**src/rtl/bf16_pkg.sv**
```systemverilog
// BF16 format constants, the unpacked operand view and field classifiers.
// Shared by bf16_mul and bf16_sig_mul.
package bf16_pkg;

   localparam int EXP_W  = 8;
   localparam int FRAC_W = 7;
   localparam int SIG_W  = FRAC_W + 1;
   localparam int PROD_W = 2 * SIG_W;

   localparam logic [EXP_W-1:0] BIAS    = 8'd127;
   localparam logic [EXP_W-1:0] EXP_MAX = 8'hFF;
   localparam logic [15:0]      QNAN    = 16'h7FC0;

   typedef struct packed {
      logic              sign;
      logic [EXP_W-1:0]  exp;
      logic [FRAC_W-1:0] frac;
   } bf16_t;

   function automatic logic is_nan(input bf16_t x);
      return (x.exp == EXP_MAX) && (x.frac != '0);
   endfunction

   function automatic logic is_inf(input bf16_t x);
      return (x.exp == EXP_MAX) && (x.frac == '0);
   endfunction

   // Subnormals are flushed, so any zero exponent reads as zero.
   function automatic logic is_zero(input bf16_t x);
      return x.exp == '0;
   endfunction

endpackage

```
**src/rtl/bf16_sig_mul.sv**
```systemverilog
// 8x8 significand multiply, normalize and round for bf16_mul.
// BF16_MUL_RNE_EN selects round-to-nearest-even; otherwise truncation.
module bf16_sig_mul
   import bf16_pkg::*;
(
   input  logic [FRAC_W-1:0] fa,
   input  logic [FRAC_W-1:0] fb,
   output logic [SIG_W-1:0]  prod,
   output logic [1:0]        adj
);

   logic [SIG_W-1:0]  sa;
   logic [SIG_W-1:0]  sb;
   logic [PROD_W-1:0] p;
   logic              hi;
   logic [SIG_W-1:0]  norm;

   assign sa   = {1'b1, fa};
   assign sb   = {1'b1, fb};
   assign p    = PROD_W'(sa) * PROD_W'(sb);
   assign hi   = p[PROD_W-1];
   assign norm = hi ? p[15:8] : p[14:7];

`ifdef BF16_MUL_RNE_EN
   logic       guard;
   logic       sticky;
   logic       rnd;
   logic [8:0] rsum;

   assign guard  = hi ? p[7] : p[6];
   assign sticky = hi ? |p[6:0] : |p[5:0];
   assign rnd    = guard & (sticky | norm[0]);
   assign rsum   = {1'b0, norm} + {8'd0, rnd};

   // A carry out of 1.1111111 lands exactly on 10.0000000.
   assign prod = rsum[8] ? 8'h80 : rsum[7:0];
   assign adj  = {1'b0, hi} + {1'b0, rsum[8]};
`else
   logic unused_bits;

   assign unused_bits = ^p[6:0];
   assign prod        = norm;
   assign adj         = {1'b0, hi};
`endif

endmodule

```
**src/rtl/bf16_mul.sv**
```systemverilog
// Registered BF16 multiplier with exposed exponent/significand debug values.
// Define BF16_MUL_RNE_EN for round-to-nearest-even (default truncation).
module bf16_mul
   import bf16_pkg::*;
(
   input  logic        clk,
   input  logic        rst,
   input  logic        in_valid,
   input  logic [15:0] flp_a,
   input  logic [15:0] flp_b,
   output logic        out_valid,
   output logic [7:0]  exponent,
   output logic [7:0]  exp_unbiased,
   output logic [8:0]  exp_sum,
   output logic [7:0]  prod,
   output logic [15:0] sum
);

   bf16_t              ua;
   bf16_t              ub;
   logic               sign;
   logic               nan_c;
   logic               inf_c;
   logic               zero_c;
   logic [8:0]         exp_sum_c;
   logic [7:0]         exp_unb_c;
   logic [7:0]         prod_c;
   logic [1:0]         adj;
   logic signed [9:0]  e_full;
   logic [15:0]        sum_c;

   assign ua   = flp_a;
   assign ub   = flp_b;
   assign sign = ua.sign ^ ub.sign;

   assign nan_c  = is_nan(ua) || is_nan(ub)
                 || (is_inf(ua) && is_zero(ub))
                 || (is_inf(ub) && is_zero(ua));
   assign inf_c  = is_inf(ua) || is_inf(ub);
   assign zero_c = is_zero(ua) || is_zero(ub);

   assign exp_sum_c = {1'b0, ua.exp} + {1'b0, ub.exp};
   assign exp_unb_c = exp_sum_c[7:0] - BIAS;

   bf16_sig_mul u_sig (
      .fa   (ua.frac),
      .fb   (ub.frac),
      .prod (prod_c),
      .adj  (adj)
   );

   // Wide signed view so overflow and underflow are both visible.
   assign e_full = $signed({1'b0, exp_sum_c})
                 - $signed({2'b00, BIAS})
                 + $signed({8'd0, adj});

   always_comb begin
      sum_c = {sign, e_full[7:0], prod_c[6:0]};
      if (nan_c)
         sum_c = QNAN;
      else if (inf_c)
         sum_c = {sign, EXP_MAX, 7'd0};
      else if (zero_c)
         sum_c = {sign, 15'd0};
      else if (e_full >= 10'sd255)
         sum_c = {sign, EXP_MAX, 7'd0};
      else if (e_full <= 10'sd0)
         sum_c = {sign, 15'd0};
   end

   always_ff @(posedge clk) begin
      if (rst) begin
         out_valid    <= 1'b0;
         exponent     <= '0;
         exp_unbiased <= '0;
         exp_sum      <= '0;
         prod         <= '0;
         sum          <= '0;
      end else begin
         out_valid <= in_valid;
         if (in_valid) begin
            exponent     <= e_full[7:0];
            exp_unbiased <= exp_unb_c;
            exp_sum      <= exp_sum_c;
            prod         <= prod_c;
            sum          <= sum_c;
         end
      end
   end

endmodule

```
**config.mk**
```make
export PLATFORM = sky130hd
export DESIGN_NAME = bf16_mul
export DESIGN_NICKNAME = d
export VERILOG_FILES = /design/src/rtl/bf16_pkg.sv /design/src/rtl/bf16_sig_mul.sv /design/src/rtl/bf16_mul.sv
export SDC_FILE = /design/constraint.sdc
export NUM_CORES = 1
export LEC_CHECK = 0
export BUFFER_PORTS_ARGS = -buffer_cell sky130_fd_sc_hd__buf_2
export CAP_MARGIN = 20
export CORE_UTILIZATION = 35
export CTS_BUF_LIST = sky130_fd_sc_hd__clkbuf_16
export DETAILED_ROUTE_END_ITERATION = 12
export SYNTH_ARGS = -nofsm -noshare
export SYNTH_HDL_FRONTEND = slang
export SYNTH_HIERARCHICAL = 1
export SYNTH_SLANG_ARGS = --single-unit
```
**constraint.sdc**
```tcl
create_clock -name clk -period 11.26 [get_ports clk]
set_clock_uncertainty 0.05 [all_clocks]
set_input_delay 0.563 -clock clk [delete_from_list [all_inputs] [get_ports clk]]
set_output_delay 0.563 -clock clk [all_outputs]
set_load 0.01 [all_outputs]
```
# Word level (Yosys, flattened, before mapping)

Cells that the tools add are included.

Bits in registers: 50
Logic and storage cells: 39
Output and inout port bits: 50

Add/subtract/negate cells: 4
Muxes and demuxes: 6
Bitwise gates (word level): 1
Order comparisons: 2
Eq/ne operators: 2
Reduce and logical (&&, ||, !) cells: 17
$mul: 1

Operators by type and width:

| operator                                                                             | number |
|---|---|
| 15-bit two-way mux                                                                   | 4 |
| 8-bit equality test, second input constant                                           | 2 |
| 8-bit zero test                                                                      | 2 |
| 8-bit by 8-bit multiplier with 16-bit output                                         | 1 |
| 16-bit two-way mux                                                                   | 1 |
| 7-bit zero test                                                                      | 2 |
| 7-bit nonzero test                                                                   | 2 |
| 10-bit by 2-bit adder with 10-bit output                                             | 1 |
| 10-bit by 9-bit greater-or-equal comparator with 1-bit output, second input constant | 1 |
| 10-bit by 1-bit <= comparator with 1-bit output, second input constant               | 1 |
| 9-bit by 7-bit subtractor with 10-bit output, second input constant                  | 1 |
| 8-bit by 8-bit adder with 9-bit output                                               | 1 |
| 8-bit two-way mux                                                                    | 1 |
| 8-bit by 7-bit subtractor with 8-bit output, second input constant                   | 1 |
| 1-bit logical AND                                                                    | 6 |
| 1-bit logical OR                                                                     | 5 |
| 1-bit bitwise XOR                                                                    | 1 |

# Depth between registers and ports, before layout

Gate-level depths: netlist (run 1).

Depth in word-level cells: 9
Gate-level depth with buffers: 28

# By module

The synthesis (run 1) kept the hierarchy.

By module, submodules not included:

| module       | times used | area an instance (sq um) | sequential area each (sq um) | cells each |
|---|---|---|---|---|
| bf16_mul     | 1          | 2778.9                   | 1001.0                       | 319 |
| bf16_sig_mul | 1          | 2190.9                   | 0.0                          | 250 |

# Worst setup path after synthesis (run 1)

Ideal clock, no wire load.

Path type: in2reg
From: input flp_a[4]
To: register sum[10]
Stages: 24
Buffers on the path: 1
Arrival time: 6295 ps
Setup time: 80 ps
Slack: 4835 ps
Cells stage by stage: and2_1 -> fa_1 -> fa_1 -> fa_1 -> inv_1 -> fa_1 -> inv_1 -> ha_1 -> clkbuf_8 -> a21oi_1 -> o21ai_1 -> a221oi_2 -> o21ai_2 -> xnor2_4 -> inv_1 -> inv_1 -> ha_1 -> fa_1 -> nor4_1 -> o21ai_1 -> o21a_1 -> o311a_1 -> o311a_4 -> a211oi_2

Cells in the longest elaborated chain, start to end: 8
Elaborated cells on any way between the ends: 18

RTL lines:

| element                                          | line               | RTL |
|---|---|---|
| start: declaration                               | bf16_mul.sv:9      | `input logic [15:0] flp_a,` |
| 8-bit by 8-bit multiplier with 16-bit output (*) | bf16_sig_mul.sv:20 | `assign p = PROD_W'(sa) * PROD_W'(sb);` |
| net adj[0]                                       | bf16_mul.sv:28     | `logic [1:0] adj;` |
| 10-bit by 2-bit adder with 10-bit output (*)     | bf16_mul.sv:55     | `+ $signed({8'd0, adj});` |
| 10-bit by 1-bit <= comparator with 1-bit output  | bf16_mul.sv:67     | `else if (e_full <= 10'sd0)` |
| 15-bit two-way mux                               | bf16_mul.sv:67     |  |
| 15-bit two-way mux (*)                           | bf16_mul.sv:65     | `else if (e_full >= 10'sd255)` |
| 15-bit two-way mux (*)                           | bf16_mul.sv:63     | `else if (zero_c)` |
| 15-bit two-way mux (*)                           | bf16_mul.sv:61     | `else if (inf_c)` |
| 16-bit two-way mux (*)                           | bf16_mul.sv:59     | `if (nan_c)` |
| end signal: assignment                           | bf16_mul.sv:86     | `sum <= sum_c;` |
| end: declaration                                 | bf16_mul.sv:16     | `output logic [15:0] sum` |

Mark *: on every way through the listed nets, which the timed path passes. The rest lies on a longest branch.
A chain may end at the register's enable or synchronous reset.

# Final worst setup path (run 1)

From: input flp_a[1]
To: register sum[4]

Cells in the longest elaborated chain, start to end: 8
Elaborated cells on any way between the ends: 19

RTL lines:

| element                                          | line |
|---|---|
| 8-bit by 8-bit multiplier with 16-bit output (*) | bf16_sig_mul.sv:20 |
| net adj[0]                                       | bf16_mul.sv:28 |
| 10-bit by 2-bit adder with 10-bit output         | bf16_mul.sv:55 |
| 10-bit by 1-bit <= comparator with 1-bit output  | bf16_mul.sv:67 |
| 15-bit two-way mux                               | bf16_mul.sv:67 |
| 15-bit two-way mux (*)                           | bf16_mul.sv:65 |
| 15-bit two-way mux (*)                           | bf16_mul.sv:63 |
| 15-bit two-way mux (*)                           | bf16_mul.sv:61 |
| 16-bit two-way mux (*)                           | bf16_mul.sv:59 |

Marked as above.

==> impl_metrics.csv, run 1 <==
group,metric,value,unit
run_status,outcome,"complete, no violations",
floorplanning,fp.dieArea,14700,sq um
power_and_ir_drop,power.share.clock,0.156,
timing,max_slew.worst_pin.slew,0.984,ns
logic_synthesis,ys_types,72,
flow_run,timing.max_cap.violations,0,
clock_network,cts-buffers-inserted,5,
clock_network,clk_latency,0.29,ns
placement,gp_congestion,0.898,
logic_synthesis,top_flip_flop_cell_by_instance_count_after_synthesis,"dfxtp_1",
clock_network,clk_pin_slew,0.07,ns
power_and_ir_drop,ir_worst_vdd,0.0999,mV
logic_synthesis,register_bit_total_from_synthesis,50,
worst_setup_path,critPathArrivalTime,6.76,ns
routing,detail_route.iter0.violations,213,
timing,rsz_0062_raised_after_global_routing,"no",
power_and_ir_drop,p_sw,475,uW
timing,fin_tns_setup,0,ns
power_and_ir_drop,power.static_leakage,2.70,nW
global_route,grt_first_pass_wirelength,20.2,mm
routing,drt_drc_violations_left,0,
logic_synthesis,synth_top_cell_area_share,0.201,
timing,maxClockFrequency,150,MHz
cells_and_area,nets,754,
logic_synthesis,mappedNetlistNets,684,
worst_setup_path,critical_path.startpoint_type,"input port",
logic_synthesis,netlist_top_cells_area,"dfxtp_1 (20%), fa_1 (15%), ha_1 (11%)",
floorplanning,floorplan_core_area,13900,sq um
global_route,grt_pass1_vias,4285,
timing,final-max-slew-violation-count,0,
routing,drt-pass1-iter-count,4,
floorplanning,start_util,0.358,
logic_synthesis,synth_seq_area_share,0.201,
clock_network,cts_resized,0,
global_route,globalRouteTotalUtil,0.172,
clock_network,ctsLongestPathBuffers,2,
clock_network,cts_max_level,2,
logic_synthesis,post-synth-top-area-cell,"dfxtp_1",
floorplanning,design.portCount,85,
timing,slew_headroom,0.344,
floorplanning,rows,43,
routing,ant_nets,0,
timing,final_report_setup_violation_count,0,
logic_synthesis,netlist_top_cells_count,"inv_1 (78), nor2_1 (59), dfxtp_1 (50)",
logic_synthesis,yosys.cell_count.top_type,"inv_1",
timing,hold-worst-slack,0.417,ns
worst_setup_path,timing.critical_path.fanout_max,9,
clock_network,tritoncts,"yes",
worst_setup_path,end_kind,"register",
cells_and_area,area.growth.synth_to_final,14.1,%
timing,final_critical_path_share_of_the_clock_period,0.592,
routing,detailroute.via_count,4188,
worst_setup_path,critical_path_class,"input port to register",
floorplanning,die_w,121,microns
global_route,largest_net_degree_at_the_start_of_global_routing,62,
clock_network,clock_sinks,50,
global_route,grt.overflow.total,0,
logic_synthesis,post_synth_inst_count,569,
cells_and_area,post_route_cells_drive_above_1_share,0.205,
power_and_ir_drop,comb_power_share,0.640,
timing,final_period_minus_worst_setup_slack,6.67,ns
power_and_ir_drop,internal_power_summed_over_all_cells,630,uW
clock_network,holdBufCountCts,0,
power_and_ir_drop,power.share.sequential,0.204,
placement,place.port_buffers,84,
logic_synthesis,synth-edff-count,0,
routing,post_drt_via_cell_ratio,5.11,
worst_setup_path,cp_required,11.36,ns
routing,wirelength,12.0,mm
floorplanning,die-height,121,microns
power_and_ir_drop,power.share.switching,0.430,
logic_synthesis,postSynthAreaPerCell,8.73,sq um
logic_synthesis,synth-warning-count,6,
routing,drt-wirelength-per-cell,14.6,microns
cells_and_area,n_fill_cell,1453,
timing,timing_hold_violations_final,0,
cells_and_area,antenna_cells_inserted,0,
placement,detailed_place_hpwl,9.91,mm
logic_synthesis,syn_area,4970,sq um
min_path,min-delay-path-class,"register to register",
logic_synthesis,synth_async_sr_flop_share,0,
global_route,antenna_violations_before_repair,0,
clock_network,cts-root-buf,"clkbuf_16",
power_and_ir_drop,powerDensity,195,nW/um^2
clock_network,cts_setup_buffers,0,
## worst max-delay path, stage by stage
cell      delay [ns]
buf_2           0.16
inv_1           0.09
fa_1            0.53
inv_1           0.05
fa_1            0.50
fa_1            0.54
inv_1           0.05
fa_1            0.52
inv_1           0.04
ha_1            0.40
a21oi_1         0.17
o21ai_1         0.09
a221oi_2        0.30
o21ai_2         0.13
xnor2_4         0.21
inv_1           0.09
inv_1           0.04
ha_1            0.20
fa_1            0.45
nor4_1          0.45
and4_1          0.39
a221oi_2        0.11
o311a_4         0.37
o211ai_2        0.15
o32ai_1         0.15
## per-stage QoR
step           worst slack [ns]  utilization  area [sq um]  power, mW  cells
2_1_floorplan              4.84            -          4970      0.802    569
3_5_place_dp               4.30        0.396          5500      0.938    812
3_3_place_gp               4.43        0.396          5500      0.927    812
6_report                   4.59        0.408          5670       1.11    820
5_1_grt                    4.22        0.408          5670       1.20    820
4_1_cts                    4.61        0.408          5670       1.11    820
## layer usage
layer / share of wire / wire (microns) / vias up / track usage
met4: 0.017 / 206 / 0 / 0.0532
met3: 0.038 / 452 / 18 / 0.0226
li1: - / - / 2069 / -
met2: 0.52 / 6200 / 89 / 0.321
met1: 0.43 / 5130 / 2012 / 0.202
met5: 0 / 0 / - / 0
## cell usage in the layout, fill, tap and decap left out, drive strengths merged, types with 4 or more instances in the layout
| cell | netlist | routed |
|---|---|---|
| buf | 9 | 85 |
| inv | 78 | 79 |
| nor2 | 60 | 60 |
| dfxtp | 50 | 50 |
| ha | 43 | 43 |
| nand2 | 39 | 39 |
| fa | 37 | 37 |
| and2 | 35 | 35 |
| a21oi | 22 | 22 |
| xnor2 | 21 | 21 |
| a211oi | 21 | 21 |
| mux2i | 15 | 15 |
| nand3 | 13 | 13 |
| o21ai | 13 | 13 |
| nor4 | 9 | 9 |
| nand4 | 8 | 8 |
| nand2b | 7 | 7 |
| mux2 | 7 | 7 |
| o32ai | 6 | 6 |
| clkbuf | 13 | 5 |
| o22ai | 4 | 4 |
| xor2 | 4 | 4 |
| and3 | 4 | 4 |
| o311a | 4 | 4 |
## sequential cells by signal (all words and copies together) (netlist names)
signal	cells
out_valid	1
exponent	8
prod	8
sum	16
exp_unbiased	8
exp_sum	9
## final timing paths
| path | slack [ns] | cells past startpoint | end | from |
|---|---|---|---|---|
| worst max-delay path | 4.59 | 25 | sum[4]$_SDFFE_PP0P_ | flp_a[1] |
| worst min-delay path | 0.42 | 2 | prod[1]$_SDFFE_PP0P_ | prod[1]$_SDFFE_PP0P_ |
| worst max register to register | 10.38 | 4 | sum[6]$_SDFFE_PP0P_ | sum[6]$_SDFFE_PP0P_ |
| worst min register to register | 0.42 | 2 | prod[1]$_SDFFE_PP0P_ | prod[1]$_SDFFE_PP0P_ |
## power groups by stage
stage / logic, mW / registers (mW) / clock network [mW]
2_1_floorplan: 0.561 / 0.241 / 0
3_3_place_gp: 0.698 / 0.229 / 0
3_5_place_dp: 0.708 / 0.230 / 0
4_1_cts: 0.712 / 0.226 / 0.176
5_1_grt: 0.791 / 0.229 / 0.185
6_report: 0.707 / 0.225 / 0.173
## cell families after synthesis
group	after synthesis	share of synthesized area
adders and majority gates	80	0.257
xor gates and xnor gates	25	0.0493
other	1	0.000755
AOI/OAI and AO/OA	98	0.158
buffers and inverters	100	0.0836
muxes	22	0.0506
DFF	50	0.201
and+or+nand+nor	193	0.199
## layout make-up
class	instances	area (sq um)	area share
clock buffer	5	125	0.0221
clock inverter	3	43.8	0.00772
inverter	78	293	0.0516
multi-input combinational	419	3550	0.627
sequential	50	1000	0.177
tap	180	225	0.0397
timing repair buffer	85	428	0.0755
(Power assumes the default switching activity.)
==> inputs of run 2 (changes only) <==
clock period = 6.1 ns   (was 11.26 ns; I/O delays follow)
==> run 2 against run 1 <==
Utilization is 4.3 points higher. Wire length is 4.7% higher. Non-clock buffer count is 53 higher. Largest power group unchanged.
==> impl_metrics.csv, run 2 (synthesis gave the netlist of run 1 again) <==
group,metric,value,unit
placement,detailed_place_hpwl,10.4,mm
timing,final_period_minus_worst_setup_slack,5.90,ns
placement,gp_congestion,0.888,
clock_network,holdBufCountCts,0,
routing,detailroute.via_count,4385,
worst_setup_path,critical_path_class,"input port to register",
global_route,grt_first_pass_wirelength,20.7,mm
cells_and_area,n_fill_cell,1378,
routing,drt_drc_violations_left,0,
worst_setup_path,critical_path.startpoint_type,"input port",
timing,final_report_setup_violation_count,0,
worst_setup_path,critPathBufInv,9,
routing,wirelength,12.6,mm
power_and_ir_drop,power.static_leakage,2.98,nW
timing,setup_slack,0.195,ns
routing,drt-pass1-iter-count,4,
placement,place.port_buffers,84,
power_and_ir_drop,ir_worst_vdd,0.161,mV
global_route,grt_pass1_vias,4339,
timing,final-max-slew-violation-count,0,
clock_network,cts_max_level,2,
worst_setup_path,timing.critical_path.fanout_max,8,
floorplanning,floorplan_core_area,13900,sq um
worst_setup_path,crit_top_cell,"inv_2",
cells_and_area,largest_registers,"sum: 16 flops, exp_sum: 9 flops",
routing,ant_nets,0,
worst_setup_path,critPathArrivalTime,5.99,ns
worst_setup_path,slowest_delay,0.55,ns
clock_network,tritoncts,"yes",
worst_setup_path,end_kind,"register",
cells_and_area,nets,807,
cells_and_area,registers.top_by_ff_count,"sum",
floorplanning,fp.dieArea,14700,sq um
timing,max_slew.worst_pin.slew,0.964,ns
clock_network,cts-buffers-inserted,5,
cells_and_area,most_used_cells_in_the_layout_excluding_fill_and_tap_cells,"buf_2 (78), inv_1 (70), nor2_1 (59)",
floorplanning,design.portCount,85,
floorplanning,start_util,0.358,
clock_network,clock_sinks,50,
routing,detail_route.iter0.violations,205,
floorplanning,die_w,121,microns
routing,post_drt_via_cell_ratio,5.02,
flow_run,timing.max_cap.violations,0,
cells_and_area,post_route_cells_drive_above_1_share,0.316,
timing,final_critical_path_share_of_the_clock_period,0.968,
floorplanning,die-height,121,microns
clock_network,ctsLongestPathBuffers,2,
placement,preCtsSetupSlack,-0.219,ns
cells_and_area,area.growth.synth_to_final,26.2,%
worst_setup_path,cp_required,6.19,ns
global_route,antenna_violations_before_repair,0,
power_and_ir_drop,powerDensity,366,nW/um^2
routing,drt-wirelength-per-cell,14.4,microns
run_status,outcome,"complete, no violations",
cells_and_area,antenna_cells_inserted,0,
clock_network,clk_latency,0.29,ns
clock_network,cts-root-buf,"clkbuf_16",
cells_and_area,flip_flop_count_of_the_largest_register_after_layout,16,
timing,timing_hold_violations_final,0,
timing,slew_headroom,0.357,
global_route,largest_net_degree_at_the_start_of_global_routing,62,
floorplanning,rows,43,
cells_and_area,most_common_cell_after_layout_fill_and_taps_aside,"buf_2",
worst_setup_path,timing.critical_path.max_delay_family,"adder cells",
timing,maxClockFrequency,169,MHz
global_route,globalRouteTotalUtil,0.176,
worst_setup_path,slowest_stage,"fa_1",
min_path,min-delay-path-class,"input port to register",
clock_network,clk_pin_slew,0.07,ns
power_and_ir_drop,total_power,2.30,mW
global_route,grt.overflow.total,0,
run 2: cell types whose count changed in the layout (fill, tap and decap cells not counted), moves of 3 or more:
cell    previous run  this run
buf_4              1        55
inv_1             78        70
inv_2              0         8
and2_1            31        24
and2_4             0         7
buf_2             84        78
ha_1              43        37
ha_4               0         6
fa_1              37        33
fa_2               0         4
buf_6              0         3
run 2: worst min-delay path: stages:
cell	delay, ns
buf_2	0.08
xnor2_1	0.05
nor2_1	0.09
a21oi_1	0.05
nor2_1	0.08
run 2: repair_timing:
action                                 in CTS  in global routing
gates resized for setup                     0                 42
buffers inserted                            0                  5
setup endpoints to repair                   0                 15
endpoints found under the hold margin       0                  0
run 2: path summary, 6_finish.rpt:
path / start / endpoint / slack [ns] / cells after the start
max reg2reg: sum[6]$_SDFFE_PP0P_ / sum[6]$_SDFFE_PP0P_ / 5.20 / 4
min: flp_a[15] / sum[15]$_SDFFE_PP0P_ / 0.34 / 5
max: flp_b[5] / sum[11]$_SDFFE_PP0P_ / 0.20 / 29
min reg2reg: prod[3]$_SDFFE_PP0P_ / prod[3]$_SDFFE_PP0P_ / 0.41 / 2
run 2: area by class of cell:
type	count	area, sq um	share of cell area
flip-flops and latches	50	1000	0.160
clock buffers	5	125	0.0200
inverters	78	293	0.0467
repair buffers	138	872	0.139
multi-input cells	419	3730	0.594
clock inverters	3	26.3	0.00419
well taps	180	225	0.0359
run 2: routing by layer:
layer / up-vias / track usage / share of wire
li1: 2174 / - / -
met1: 2107 / 0.209 / 0.43
met2: 88 / 0.329 / 0.52
met3: 16 / 0.0160 / 0.026
met4: 0 / 0.0563 / 0.019
met5: - / 0 / 0
run 2: power breakdown:
| part | internal [mW] | switching [mW] |
|---|---|---|
| registers | 0.385 | 0.0307 |
| clock network | 0.156 | 0.131 |
| logic | 0.793 | 0.801 |
run 2: metrics by stage:
stage / utilization / area, sq um / cells / TNS [ns] / hold slack [ns]
after CTS: 0.436 / 6060 / 868 / 0 / 0.334
final: 0.452 / 6270 / 873 / 0 / 0.340
after global routing: 0.452 / 6270 / 873 / -0.228 / 0.423
after global placement: 0.426 / 5910 / 860 / -1.11 / 0.406
after detailed placement: 0.426 / 5910 / 860 / -2.56 / 0.406
after floorplan: - / 5000 / 569 / 0 / 0.440
